===== src/rtl/frame_serializer_pkg.sv =====
// Shared types and constants for the frame serializer.
// State encoding, data width and default bit period.
package frame_serializer_pkg;

    localparam int DATA_W      = 8;
    localparam int BIT_DIV_DEF = 4;

    typedef enum logic [2:0] {
        IDLE,
        START,
        DATA,
        PARITY,
        STOP
    } state_t;

endpackage


===== src/rtl/frame_serializer_bit_tick_gen.sv =====
// Bit period timer: one-cycle tick every BIT_DIV cycles.
// restart holds the count at zero so the next bit starts a full period.
module bit_tick_gen #(
    parameter int BIT_DIV = 4
) (
    input  logic CLK,
    input  logic RST,
    input  logic restart,
    output logic tick
);

    localparam logic [7:0] LAST = 8'(BIT_DIV - 1);

    logic [7:0] cnt;

    assign tick = (cnt == LAST);

    always_ff @(posedge CLK) begin
        if (RST || restart || tick) begin
            cnt <= '0;
        end else begin
            cnt <= cnt + 8'd1;
        end
    end

endmodule


===== src/rtl/frame_serializer.sv =====
// Serializes one byte per frame: start, 8 data bits MSB first,
// optional even parity, stop. OUT and BUSY are registered.
module frame_serializer
    import frame_serializer_pkg::*;
#(
    parameter int BIT_DIV   = BIT_DIV_DEF,
    parameter int PARITY_EN = 1
) (
    input  logic              CLK,
    input  logic              RST,
    input  logic [DATA_W-1:0] IN_DATA,
    input  logic              IN_VALID,
    output logic              IN_READY,
    output logic              OUT,
    output logic              BUSY
);

    state_t            state, state_n;
    logic [DATA_W-1:0] shreg, shreg_n;
    logic [2:0]        idx, idx_n;
    logic              par, par_n;
    logic              out_r, out_n;
    logic              busy_r, busy_n;
    logic              restart;
    logic              tick;
    logic              accept;
    logic              msb;

    bit_tick_gen #(
        .BIT_DIV (BIT_DIV)
    ) u_tick (
        .CLK     (CLK),
        .RST     (RST),
        .restart (restart),
        .tick    (tick)
    );

    assign IN_READY = (state == IDLE) && !RST;
    assign accept   = IN_VALID && IN_READY;
    assign msb      = shreg[DATA_W-1];
    assign OUT      = out_r;
    assign BUSY     = busy_r;

    // Each transition loads the line level for the state being entered.
    always_comb begin
        state_n = state;
        shreg_n = shreg;
        idx_n   = idx;
        par_n   = par;
        out_n   = out_r;
        busy_n  = busy_r;
        restart = 1'b0;
        unique case (state)
            IDLE: begin
                restart = 1'b1;
                if (accept) begin
                    state_n = START;
                    shreg_n = IN_DATA;
                    idx_n   = '0;
                    par_n   = 1'b0;
                    out_n   = 1'b0;
                    busy_n  = 1'b1;
                end
            end
            START: begin
                if (tick) begin
                    state_n = DATA;
                    out_n   = msb;
                    par_n   = par ^ msb;
                    shreg_n = {shreg[DATA_W-2:0], 1'b0};
                    idx_n   = '0;
                end
            end
            DATA: begin
                if (tick) begin
                    if (idx == 3'd7) begin
                        if (PARITY_EN != 0) begin
                            state_n = PARITY;
                            out_n   = par;
                        end else begin
                            state_n = STOP;
                            out_n   = 1'b1;
                        end
                    end else begin
                        idx_n   = idx + 3'd1;
                        out_n   = msb;
                        par_n   = par ^ msb;
                        shreg_n = {shreg[DATA_W-2:0], 1'b0};
                    end
                end
            end
            PARITY: begin
                if (tick) begin
                    state_n = STOP;
                    out_n   = 1'b1;
                end
            end
            STOP: begin
                if (tick) begin
                    state_n = IDLE;
                    out_n   = 1'b1;
                    busy_n  = 1'b0;
                end
            end
            default: begin
                state_n = IDLE;
                out_n   = 1'b1;
                busy_n  = 1'b0;
            end
        endcase
    end

    always_ff @(posedge CLK) begin
        if (RST) begin
            state  <= IDLE;
            shreg  <= '0;
            idx    <= '0;
            par    <= 1'b0;
            out_r  <= 1'b1;
            busy_r <= 1'b0;
        end else begin
            state  <= state_n;
            shreg  <= shreg_n;
            idx    <= idx_n;
            par    <= par_n;
            out_r  <= out_n;
            busy_r <= busy_n;
        end
    end

endmodule


===== config.mk =====
export PLATFORM = sky130hd
export DESIGN_NAME = frame_serializer
export DESIGN_NICKNAME = d
export VERILOG_FILES = /design/src/rtl/frame_serializer_pkg.sv /design/src/rtl/frame_serializer_bit_tick_gen.sv /design/src/rtl/frame_serializer.sv
export SDC_FILE = /design/constraint.sdc
export NUM_CORES = 1
export LEC_CHECK = 0
export ABC_AREA = 1
export BUFFER_PORTS_ARGS = -buffer_cell sky130_fd_sc_hd__clkbuf_2
export CORE_MARGIN = 10
export CORE_UTILIZATION = 30
export CTS_BUF_LIST = sky130_fd_sc_hd__clkbuf_8
export DETAILED_ROUTE_END_ITERATION = 7
export HOLD_SLACK_MARGIN = 0.15
export PLACE_DENSITY = 0.49
export SLEW_MARGIN = 0
export SYNTH_ARGS = -nofsm -noshare
export SYNTH_HDL_FRONTEND = slang
export SYNTH_SLANG_ARGS = --single-unit

===== constraint.sdc =====
create_clock -name CLK -period 1.7 [get_ports CLK]
set_input_delay 0.085 -clock CLK [delete_from_list [all_inputs] [get_ports CLK]]
set_output_delay 0.085 -clock CLK [all_outputs]
set_load 0.02 [all_outputs]

Yosys cells after proc, flatten, opt, wreduce, memory -nomap -nowiden
Index checks and enable logic that the tools add are counted.
{"block": "word_totals", "register_bits": 25, "inputBits": 11, "output_inout_bits": 3}
{"block": "op_classes", "addsub": 2, "n_eq_ne": 14, "muxes": 30, "n_bitwise": 2, "reduce_logical": 13}
{"cell": "two-way mux 8 bit", "count": 4}
{"cell": "two-way mux 3 bit", "count": 9}
{"cell": "case mux 8 bit (3 select lines)", "count": 1}
{"cell": "case mux 3 bit (5 select lines)", "count": 1}
{"cell": "two-way mux 1 bit", "count": 11}
{"cell": "!= test 2 x 1 -> 1 bit, second input constant", "count": 5}
{"cell": "case mux 3 bit (3 select lines)", "count": 1}
{"cell": "adder 8 x 1 -> 8 bit, second input constant", "count": 1}
{"cell": "equality test 8 x 2 -> 1 bit, second input constant", "count": 1}
{"cell": "equality test 3 x 2 -> 1 bit, second input constant", "count": 2}
{"cell": "equality test 3 bit, second input constant", "count": 2}
{"cell": "!= test 2 bit, second input constant", "count": 3}
{"cell": "case mux 1 bit (3 select lines)", "count": 2}
{"cell": "AND reduction 6 bit", "count": 1}
{"cell": "AND reduction 5 bit", "count": 1}
{"cell": "case mux 1 bit (4 select lines)", "count": 1}
{"cell": "AND reduction 4 bit", "count": 1}
{"cell": "adder 3 x 1 -> 3 bit, second input constant", "count": 1}
{"cell": "equality test 3 x 1 -> 1 bit, second input constant", "count": 1}
{"cell": "zero test 3 bit", "count": 1}
{"cell": "AND reduction 3 bit", "count": 1}
{"cell": "nonzero test 3 bit", "count": 1}
{"cell": "OR reduction 3 bit", "count": 1}
{"cell": "logical AND 1 bit", "count": 2}
{"cell": "5 further kinds", "count": 6}

Logic depth before layout (Yosys ltp)
Gate-level depths: netlist of the first run.
{"block": "logic_depth", "ltp_word": 5, "ltp_mapped": 10}

Modules after synthesis
Synthesis of the first run repeated with hierarchy kept, for this count alone.
{"block": "hier_totals", "cells_unflattened": 207, "hier_area_um2": 1392.6}
{"mod": "frame_serializer", "instances": 1, "cells_each": 141, "area_each_um2": 933.4, "seq_area_each_um2": 340.3}
{"mod": "bit_tick_gen", "instances": 1, "cells_each": 66, "area_each_um2": 459.2, "seq_area_each_um2": 160.2}

Worst setup path after synthesis of the first run
OpenSTA, ideal clock, no wires.
{"block": "synth_timing", "kind": "register to register", "from": "register u_tick.cnt[0]", "to": "register shreg[0]", "setup_ps": 114, "arrival_time_ps": 1258, "required_ps": 1586, "slack_ps": 328, "stages_incl_launch_ff": 10, "synth_period_minus_slack_ps": 1372, "cell_sequence": "dfxtp_1 -> ha_1 -> nand2_1 -> nor2_1 -> nand2_1 -> nand2_2 -> nand4_4 -> buf_6 -> a21oi_1 -> nor2_1"}
{"block": "synth_via", "elab_chain_len": 3}
{"element": "start, declared", "line": "frame_serializer_bit_tick_gen.sv:14", "rtl": "logic [7:0] cnt;"}
{"element": "start signal, assigned", "line": "frame_serializer_bit_tick_gen.sv:22", "rtl": "cnt <= cnt + 8'd1;"}
{"element": "equality test 8 x 2 -> 1 bit (*)", "line": "frame_serializer_bit_tick_gen.sv:16", "rtl": "assign tick = (cnt == LAST);"}
{"element": "!= test 2 x 1 -> 1 bit (no line)"}
{"element": "AND reduction 5 bit (no line) (*)"}
{"element": "end signal, assigned", "line": "frame_serializer.sv:123", "rtl": "shreg <= shreg_n;"}
{"element": "end, declared", "line": "frame_serializer.sv:19", "rtl": "logic [DATA_W-1:0] shreg, shreg_n;"}
Every way passes the cells marked *; elsewhere a longest branch is shown, timed or not.
A chain may end at the register's enable or synchronous reset.

Worst setup path in the final report of the first run
{"block": "layout_timing", "from": "register u_tick.cnt[0]", "to": "register par"}
{"block": "layout_via", "elab_chain_len": 3}
{"element": "equality test 8 x 2 -> 1 bit (*)", "line": "frame_serializer_bit_tick_gen.sv:16"}
{"element": "!= test 2 x 1 -> 1 bit (no line)"}
{"element": "AND reduction 5 bit (no line) (*)"}
{"element": "end signal, assigned", "line": "frame_serializer.sv:125", "rtl": "par <= par_n;"}
{"element": "end, declared", "line": "frame_serializer.sv:21", "rtl": "logic par, par_n;"}
Marks and branches as above.

==> metrics.yaml, run 1 <==
timing:
  setup_violations: 0
  fmax_ghz: 0.6496
  period_minus_slack_ns: 1.539
  drv_slew: 0
  hold_viol: 0
  max_slew.worst_pin.slew_ns: 0.3564
  skew_ns: 0.007449
  maxSlewHeadroom: 0.7617
  timing.final.crit_share: 0.9055
pwr:
  switching_share: 0.4521
  seqPwrFrac: 0.339
  p_leak_nw: 0.7044
  worst_ir_drop_vdd_mv: 0.5382
  clockPowerShare: 0.151
  internal-power_mw: 1.308
  power_density_nw_per_um2: 1510
  power_frac_comb: 0.511
  p_switching_mw: 1.080
die:
  ios: 14
  dieArea_um2: 7643
  die_h_um: 87.43
  num_rows: 24
  die_w_um: 87.43
  fp.coreArea_um2: 4384
  start_util: 0.3111
setup_path:
  start_kind: "flip-flop"
  crit_top_cell: "nand2_1"
  reg2reg_depth: 8
  critPathMaxStageDelay_ns: 0.36
  cp_cell_sequence: "ha_1, nand2_1, nor2_1, nand2_1, nand2_4, nand4_4, nand2_1, a21oi_2"
  crit_path_end: "par"
  reg2reg_to: "par"
  r2r-start: "u_tick.cnt[0]"
  crit_fanout: 10
  r2r_slack_ns: 0.16
  cp_slowest_cell: "dfxtp_1"
  crit_required_ns: 1.87
  crit_path_end_kind: "flip-flop"
  crit_start: "u_tick.cnt[0]"
  worstSetupPathType: "flip-flop to flip-flop"
  arrival_ns: 1.71
clock_tree:
  clock_sinks: 25
  cts_max_path_buffers: 2
  clock_latency_ns: 0.27
  htreeDepth: 1
  cts_tree: "built"
  cts_root_buf: "clkbuf_8"
  numCtsBuffers: 3
  cts_setup_buffers: 0
  cts.clk_slew.worst_paths_ns: 0.09
cells_and_area:
  drive_gt1_frac: 0.1773
  final_cells: 272
  diodes: 0
  multi_input_area_um2: 769.5
  finalNetCount: 235
  syn2layout_area_growth_pct: 15.96
  final_cell_mix: "nand2_1 (48), nor2_1 (38), dfxtp_1 (25)"
  final_common_cell: "nand2_1"
  fillers: 492
  regArea_um2: 500.5
  final_area_um2: 1582
logic_synthesis:
  synth_area_um2: 1364
  synth_area_leaders: "dfxtp_1 (37%), nand2_1 (13%), nor2_1 (10%)"
  yosysWarningCount: 0
  synth_cells: 201
  ys_seq_elements: 25
  synth_top_area_cell: "dfxtp_1"
  ys_seq_area_frac: 0.3670
  synth_cell_type_count: 27
  avgSynthCellArea_um2: 6.785
  syn-num-nets: 215
  synth_top_area_share: 0.3670
place:
  dp_hpwl_um: 2020
  place.gp.congestion: 0.7650
  port_buffers: 13
  placed_area_um2: 1449
  numPlacedInstances: 262
global_routing:
  grt_pass1_wl_um: 5064
  antenna_found_initial: 0
  grt-ovfl-total: 0
  grt_max_degree: 21
  grtUsageTotal: 0.07908
  grt_pass1_vias: 1200
run:
  maxCapViolCount: 0
worst_hold_path:
  min_path_type: "primary input to flip-flop"
outcome:
  outcome: "finished, final reports clean"
detailed_routing:
  drtPass1Iterations: 4
  initialDrtViolationCount: 51
  routed_wl_um: 2948
  vias_per_cell: 4.592
  post_drt_wl_per_cell_um: 10.84
  vias: 1249
  route.detailed.drc: 0
  ant_nets: 0
-- critical path: cells and delay by family (launching register included) --
family,cells,cell delay (ns)
fa+ha+maj,1,0.23
flops,1,0.36
simple gates,6,0.79
compound gates,1,0.06
-- cells in the mapped netlist (all sizes together) --
library cell  number
xor2               1
buf                5
dfxtp             25
o21ai             10
inv               23
a21oi             13
nor2              42
nand3             13
ha                 3
or2                1
nor3b              1
nand2             54
nor4               1
nor3               2
xnor2              1
nand4              6
-- worst min path at each step --
stage	from	end	slack [ns]	cells past startpoint
6_report	IN_DATA[7]	shreg[7]	0.15	5
5_1_grt	IN_DATA[4]	shreg[4]	0.17	5
4_1_cts	IN_DATA[4]	shreg[4]	0.15	5
3_5_place_dp	IN_DATA[0]	shreg[0]	0.33	3
3_3_place_gp	IN_DATA[0]	shreg[0]	0.32	3
2_1_floorplan	IN_DATA[0]	shreg[0]	0.22	2
-- registers in the layout, summed over array words and instances (netlist names) --
| register | flops |
|---|---|
| OUT | 1 |
| u_tick.cnt | 8 |
| state | 3 |
| BUSY | 1 |
| shreg | 8 |
| idx | 3 |
| par | 1 |
-- power by group through the flow --
stage | combinational (mW) | clock (mW) | sequential, mW
after floorplan | 0.975 | 0 | 0.823
after global placement | 1.09 | 0 | 0.820
after detailed placement | 1.08 | 0 | 0.821
after CTS | 1.09 | 0.374 | 0.808
after global routing | 1.44 | 0.399 | 0.826
final | 1.22 | 0.360 | 0.809
-- through the flow --
step           total power, mW  hold slack (ns)  utilization  setup slack, ns  setup TNS (ns)
3_3_place_gp             1.906           0.3224       0.3305           0.1179               0
2_1_floorplan            1.798           0.2227            -           0.3285               0
6_report                 2.388           0.1466       0.3607           0.1607               0
4_1_cts                  2.275           0.1501       0.3499          0.07193               0
3_5_place_dp             1.901           0.3262       0.3305          0.08767               0
5_1_grt                  2.663           0.1737       0.3607       -0.0004565      -0.0004565
-- cell type report --
class	count	area share
Sequential cell	25	0.3165
Timing Repair Buffer	18	0.07120
Clock buffer	3	0.02611
Inverter	23	0.05617
Multi-Input combinational cell	150	0.4865
Tap cell	52	0.04114
Clock inverter	1	0.002373
-- layer usage --
metal / part of all wire / wire [um] / vias to the layer above / track usage
met5: 0 / 0 / - / 0
met4: 0.0098 / 29 / 0 / 0.01739
met3: 0.047 / 139 / 7 / 0.03090
met2: 0.45 / 1330 / 12 / 0.1323
met1: 0.49 / 1449 / 546 / 0.09247
li1: - / - / 684 / -
-- cells by family after synthesis --
kind of cell,Yosys count,share of synthesized area
compound gates,23,0.08716
xor+xnor,2,0.01285
fa+ha+maj,3,0.02753
buf+inv,28,0.1037
flops,25,0.3670
simple gates,120,0.4018
-- repair_timing --
| action | 4_1_cts | 5_1_grt |
|---|---|---|
| gates resized for setup | 0 | 3 |
| hold endpoints to repair | 9 | 0 |
| hold buffers | 4 | 0 |
| setup endpoints to repair | 0 | 12 |
Power figures use the tool's default switching activity.
==> run 2, diff against run 1 <==
Settings changed: CTS_BUF_LIST sky130_fd_sc_hd__clkbuf_8 to default, RECOVER_POWER from default to 100, SLEW_MARGIN 0 to 20.
==> run 2 against run 1 <==
  * Register-to-register slack hardly changed
  * Combinational power hardly changed
  * Clock power is 1% higher
  * Critical path type unchanged
  * Critical endpoint unchanged
  * Largest power group unchanged
  * Highest routed layer unchanged
==> metrics.yaml, run 2 (same netlist as run 1, synthesis figures left out) <==
outcome:
  outcome: "finished, final reports clean"
clock_tree:
  numCtsBuffers: 3
  cts_root_buf: "clkbuf_8"
  cts.clk_slew.worst_paths_ns: 0.09
  htreeDepth: 1
  cts_tree: "built"
  clock_latency_ns: 0.27
  clock_sinks: 25
  cts_setup_buffers: 0
  cts_max_path_buffers: 2
pwr:
  seqPwrFrac: 0.340
  switching_share: 0.4509
  worst_ir_drop_vdd_mv: 0.5370
  p_leak_nw: 0.6948
  clockPowerShare: 0.153
  power_frac_comb: 0.507
  internal-power_mw: 1.307
  power_density_nw_per_um2: 1512
  p_switching_mw: 1.073
worst_hold_path:
  min_to: "shreg[7]"
  min_path_type: "primary input to flip-flop"
  hold_depth: 5
  worstHoldStart: "IN_DATA[7]"
detailed_routing:
  vias_per_cell: 4.592
  route.met3.wl_um: 140
  routed.top_layer: "met4"
  drtPass1Iterations: 4
  met2WireLength_um: 1333
  wl_met1_um: 1445
  ant_nets: 0
  routed_wl_um: 2948
  initialDrtViolationCount: 51
  route.detailed.drc: 0
  vias: 1249
  post_drt_wl_per_cell_um: 10.84
cells_and_area:
  final_cells: 272
  final_common_cell: "nand2_1"
  fillers: 494
  drive_gt1_frac: 0.1591
  finalNetCount: 235
  finalCoreUtilization: 0.3590
  diodes: 0
  syn2layout_area_growth_pct: 15.41
  largestRegisters: "shreg (8), u_tick.cnt (8)"
  final_cell_mix: "nand2_1 (49), nor2_1 (39), dfxtp_1 (25)"
global_routing:
  grtUsageTotal: 0.07908
  grt-ovfl-total: 0
  grt_pass1_vias: 1200
  grt_pass1_wl_um: 5064
  grt_max_degree: 21
  antenna_found_initial: 0
die:
  fp.coreArea_um2: 4384
  dieArea_um2: 7643
  num_rows: 24
  die_h_um: 87.43
  start_util: 0.3111
  ios: 14
  die_w_um: 87.43
setup_path:
  crit_start: "u_tick.cnt[0]"
  crit_fanout: 10
  cp_slowest_cell: "dfxtp_1"
  crit_top_cell: "nand2_1"
  crit_required_ns: 1.87
  critPathMaxStageDelay_ns: 0.36
  cp_cell_sequence: "ha_1, nand2_1, nor2_1, nand2_1, nand2_4, nand4_4, nand2_1, a21oi_2"
  start_kind: "flip-flop"
  reg2reg_depth: 8
  reg2reg_to: "par"
  arrival_ns: 1.70
  r2r_slack_ns: 0.17
  r2r-start: "u_tick.cnt[0]"
  worstSetupPathType: "flip-flop to flip-flop"
  crit_path_end_kind: "flip-flop"
timing:
  drv_slew: 0
  maxSlewHeadroom: 0.7617
  skew_ns: 0.007755
  max_slew.worst_pin.slew_ns: 0.3564
  hold_viol: 0
  fmax_ghz: 0.6538
  period_minus_slack_ns: 1.530
  setup_violations: 0
  fin_hold_ws_ns: 0.1465
  timing.final.crit_share: 0.8998
  setup_ws_ns: 0.1704
place:
  dp_hpwl_um: 2020
  pre_cts_slack_ns: 0.08767
  place.gp.congestion: 0.7650
  port_buffers: 13
  numPlacedInstances: 262
run:
  maxCapViolCount: 0
## run 2: cell types whose count changed in the layout (fill, tap and decap cells not counted), sizes merged
cell,previous run,this run
inv,24,23
clkbuf,16,17
## run 2: power by group through the flow
stage	Combinational, mW	Sequential [mW]	Clock [mW]
2_1_floorplan	0.975	0.823	0
3_3_place_gp	1.09	0.820	0
3_5_place_dp	1.08	0.821	0
4_1_cts	1.09	0.808	0.378
5_1_grt	1.43	0.826	0.405
6_report	1.21	0.808	0.365
## run 2: area by class of cell
cell class	instances	area, um^2	area share
well taps	52	65.06	0.04134
flip-flops and latches	25	500.5	0.3180
repair buffers	18	110.1	0.06995
inverters	23	88.84	0.05644
clock buffers	4	45.04	0.02862
multi-input cells	150	764.5	0.4857
## run 2: how the worst max path moves through the flow
stage,endpoint,slack [ns],depth (start not counted)
final,par,0.17,8
after global placement,shreg[0],0.12,8
after global routing,shreg[5],-0.0003,9
after detailed placement,shreg[0],0.09,8
after floorplan,shreg[0],0.33,9
after CTS,shreg[0],0.07,8
## run 2: worst max-delay path, delay by kind of cell, from the launching register on
| family | cells | cell delay, ns |
|---|---|---|
| flops | 1 | 0.36 |
| compound gates | 1 | 0.06 |
| simple gates | 6 | 0.78 |
| fa+ha+maj | 1 | 0.23 |
## run 2: stage by stage
stage          area, um^2    TNS [ns]  power [mW]
2_1_floorplan        1364           0       1.798
3_3_place_gp         1449           0       1.906
3_5_place_dp         1449           0       1.901
4_1_cts              1534           0       2.278
5_1_grt              1574  -0.0003089       2.657
6_report             1574           0       2.380
## run 2: repair_timing
item                                    4_1_cts  5_1_grt
endpoints found under the hold margin         9        0
resized for setup                             0        3
endpoints found under the setup margin        0       12
hold buffers                                  4        0
## run 2: metal layers
layer	track usage	vias to the layer above
met3	0.03090	7
li1	-	684
met2	0.1323	12
met1	0.09247	546
met4	0.01739	0
met5	0	-
==> run 3, diff against run 2 <==
Settings changed: CELL_PAD_IN_SITES_DETAIL_PLACEMENT from default to 1, CELL_PAD_IN_SITES_GLOBAL_PLACEMENT from default to 1, PLACE_DENSITY 0.49 to 0.63.
==> run 3 against run 2 <==
  * Sequential power barely moved
  * Setup slack improved by 0.019 ns
  * Cell count is 0.74% lower
  * Highest routed layer unchanged
  * Die area stayed put
  * Via count grew 0.48%
  * Clock skew shrank 0.0054 ns
  * Critical path depth stayed put
  * Maximum frequency rose by 1.2%
==> metrics.yaml, run 3 (same netlist as run 1, synthesis figures left out) <==
cells_and_area:
  drive_gt1_frac: 0.1697
  finalCoreUtilization: 0.3516
  final_cell_mix: "nand2_1 (48), nor2_1 (39), dfxtp_1 (25)"
  diodes: 0
  syn2layout_area_growth_pct: 13.03
  final_area_um2: 1541
  multi_input_area_um2: 740.7
  fillers: 580
  regArea_um2: 500.5
  finalNetCount: 233
  final_common_cell: "nand2_1"
  largestRegisters: "shreg (8), u_tick.cnt (8)"
  final_cells: 270
timing:
  hold_viol: 0
  setup_ws_ns: 0.1892
  drv_slew: 0
  fin_hold_ws_ns: 0.1534
  skew_ns: 0.002313
  rsz0062_at_grt: "no"
  maxSlewHeadroom: 0.7660
  setup_tns_ns: 0
  setup_violations: 0
  fmax_ghz: 0.6619
  period_minus_slack_ns: 1.511
  timing.final.crit_share: 0.8887
  max_slew.worst_pin.slew_ns: 0.3500
place:
  dp_hpwl_um: 2368
  pre_cts_slack_ns: 0.1253
  place.gp.congestion: 0.7423
  placed_area_um2: 1456
  port_buffers: 13
  numPlacedInstances: 263
pwr:
  power_density_nw_per_um2: 1519
  p_leak_nw: 0.6857
  worst_ir_drop_vdd_mv: 0.3966
  total_power_mw: 2.341
global_routing:
  grt_max_degree: 21
  gr-usage-met3: 0.01779
  grt_pass1_wl_um: 5637
  grtUsageMet1: 0.1100
  grt-ovfl-total: 0
  grtUsageTotal: 0.08827
  grt-busiest-layer: "met2"
  antenna_found_initial: 0
  grt_pass1_vias: 1290
  use_met2: 0.1462
clock_tree:
  cts_max_path_buffers: 2
  cts_setup_buffers: 0
  clock_sinks: 25
  cts.clk_slew.worst_paths_ns: 0.10
  clock_latency_ns: 0.27
  cts_root_buf: "clkbuf_8"
  htreeDepth: 1
  cts_tree: "built"
  numCtsBuffers: 3
die:
  die_h_um: 87.43
  fp.coreArea_um2: 4384
  num_rows: 24
  die_w_um: 87.43
  dieArea_um2: 7643
  start_util: 0.3111
  ios: 14
setup_path:
  worstSetupPathType: "flip-flop to flip-flop"
  crit_start: "u_tick.cnt[0]"
  r2r-start: "u_tick.cnt[0]"
  crit_path_end_kind: "flip-flop"
  crit_fanout: 10
  arrival_ns: 1.69
  start_kind: "flip-flop"
  crit_required_ns: 1.88
detailed_routing:
  initialDrtViolationCount: 61
  ant_nets: 0
  vias: 1255
  routed_wl_um: 3256
  post_drt_wl_per_cell_um: 12.06
  drtPass1Iterations: 4
  vias_per_cell: 4.648
  route.detailed.drc: 0
worst_hold_path:
  worstHoldStart: "IN_DATA[3]"
  min_path_type: "primary input to flip-flop"
run:
  maxCapViolCount: 0
outcome:
  outcome: "finished, final reports clean"
## run 3: changes by cell type in the layout (fill, tap and decap cells not counted)
cell           change
nand2_1            -1
clkbuf_1           -1
nand4_4            -1
nand2_2            +2
dlygate4sd3_1      -2
nand2_4            -1
clkinvlp_4         +1
buf_4              +1
## run 3: area by class of cell
class                           instances  share of cell area
Timing Repair Buffer                   17             0.06331
Sequential cell                        25              0.3247
Clock inverter                          1            0.004870
Tap cell                               52             0.04221
Multi-Input combinational cell        149              0.4805
Clock buffer                            3             0.02679
Inverter                               23             0.05763
## run 3: timing repair
item                                   4_1_cts  5_1_grt
setup endpoints to repair                    0        7
hold buffers                                 2        0
gates resized for setup                      0        1
endpoints found under the hold margin        7        0
## run 3: path summary, 6_finish.rpt
path	endpoint	slack, ns	depth (start not counted)
worst max register to register	shreg[7]	0.19	8
worst min register to register	u_tick.cnt[0]	0.45	1
worst max-delay path	shreg[7]	0.19	8
worst min-delay path	shreg[3]	0.15	5
## run 3: worst max-delay path, cell delays in order (launching register included)
cell and delay (ns):
dfxtp_1 0.36, ha_1 0.17, nand2_1 0.07, nor2_1 0.11, nand2_1 0.12, nand2_2 0.16
nand4_4 0.19, nor2_1 0.16, nor2_1 0.06
## run 3: per-layer routing
layer | vias up | wire length (um)
met3 | 4 | 59
met2 | 8 | 1532
met4 | 0 | 38
li1 | 674 | -
met1 | 569 | 1626
met5 | - | 0
## run 3: power breakdown
group	internal, mW	total, mW	switching, mW
logic	0.380	1.16	0.779
registers	0.728	0.807	0.0782
clock network	0.167	0.376	0.210
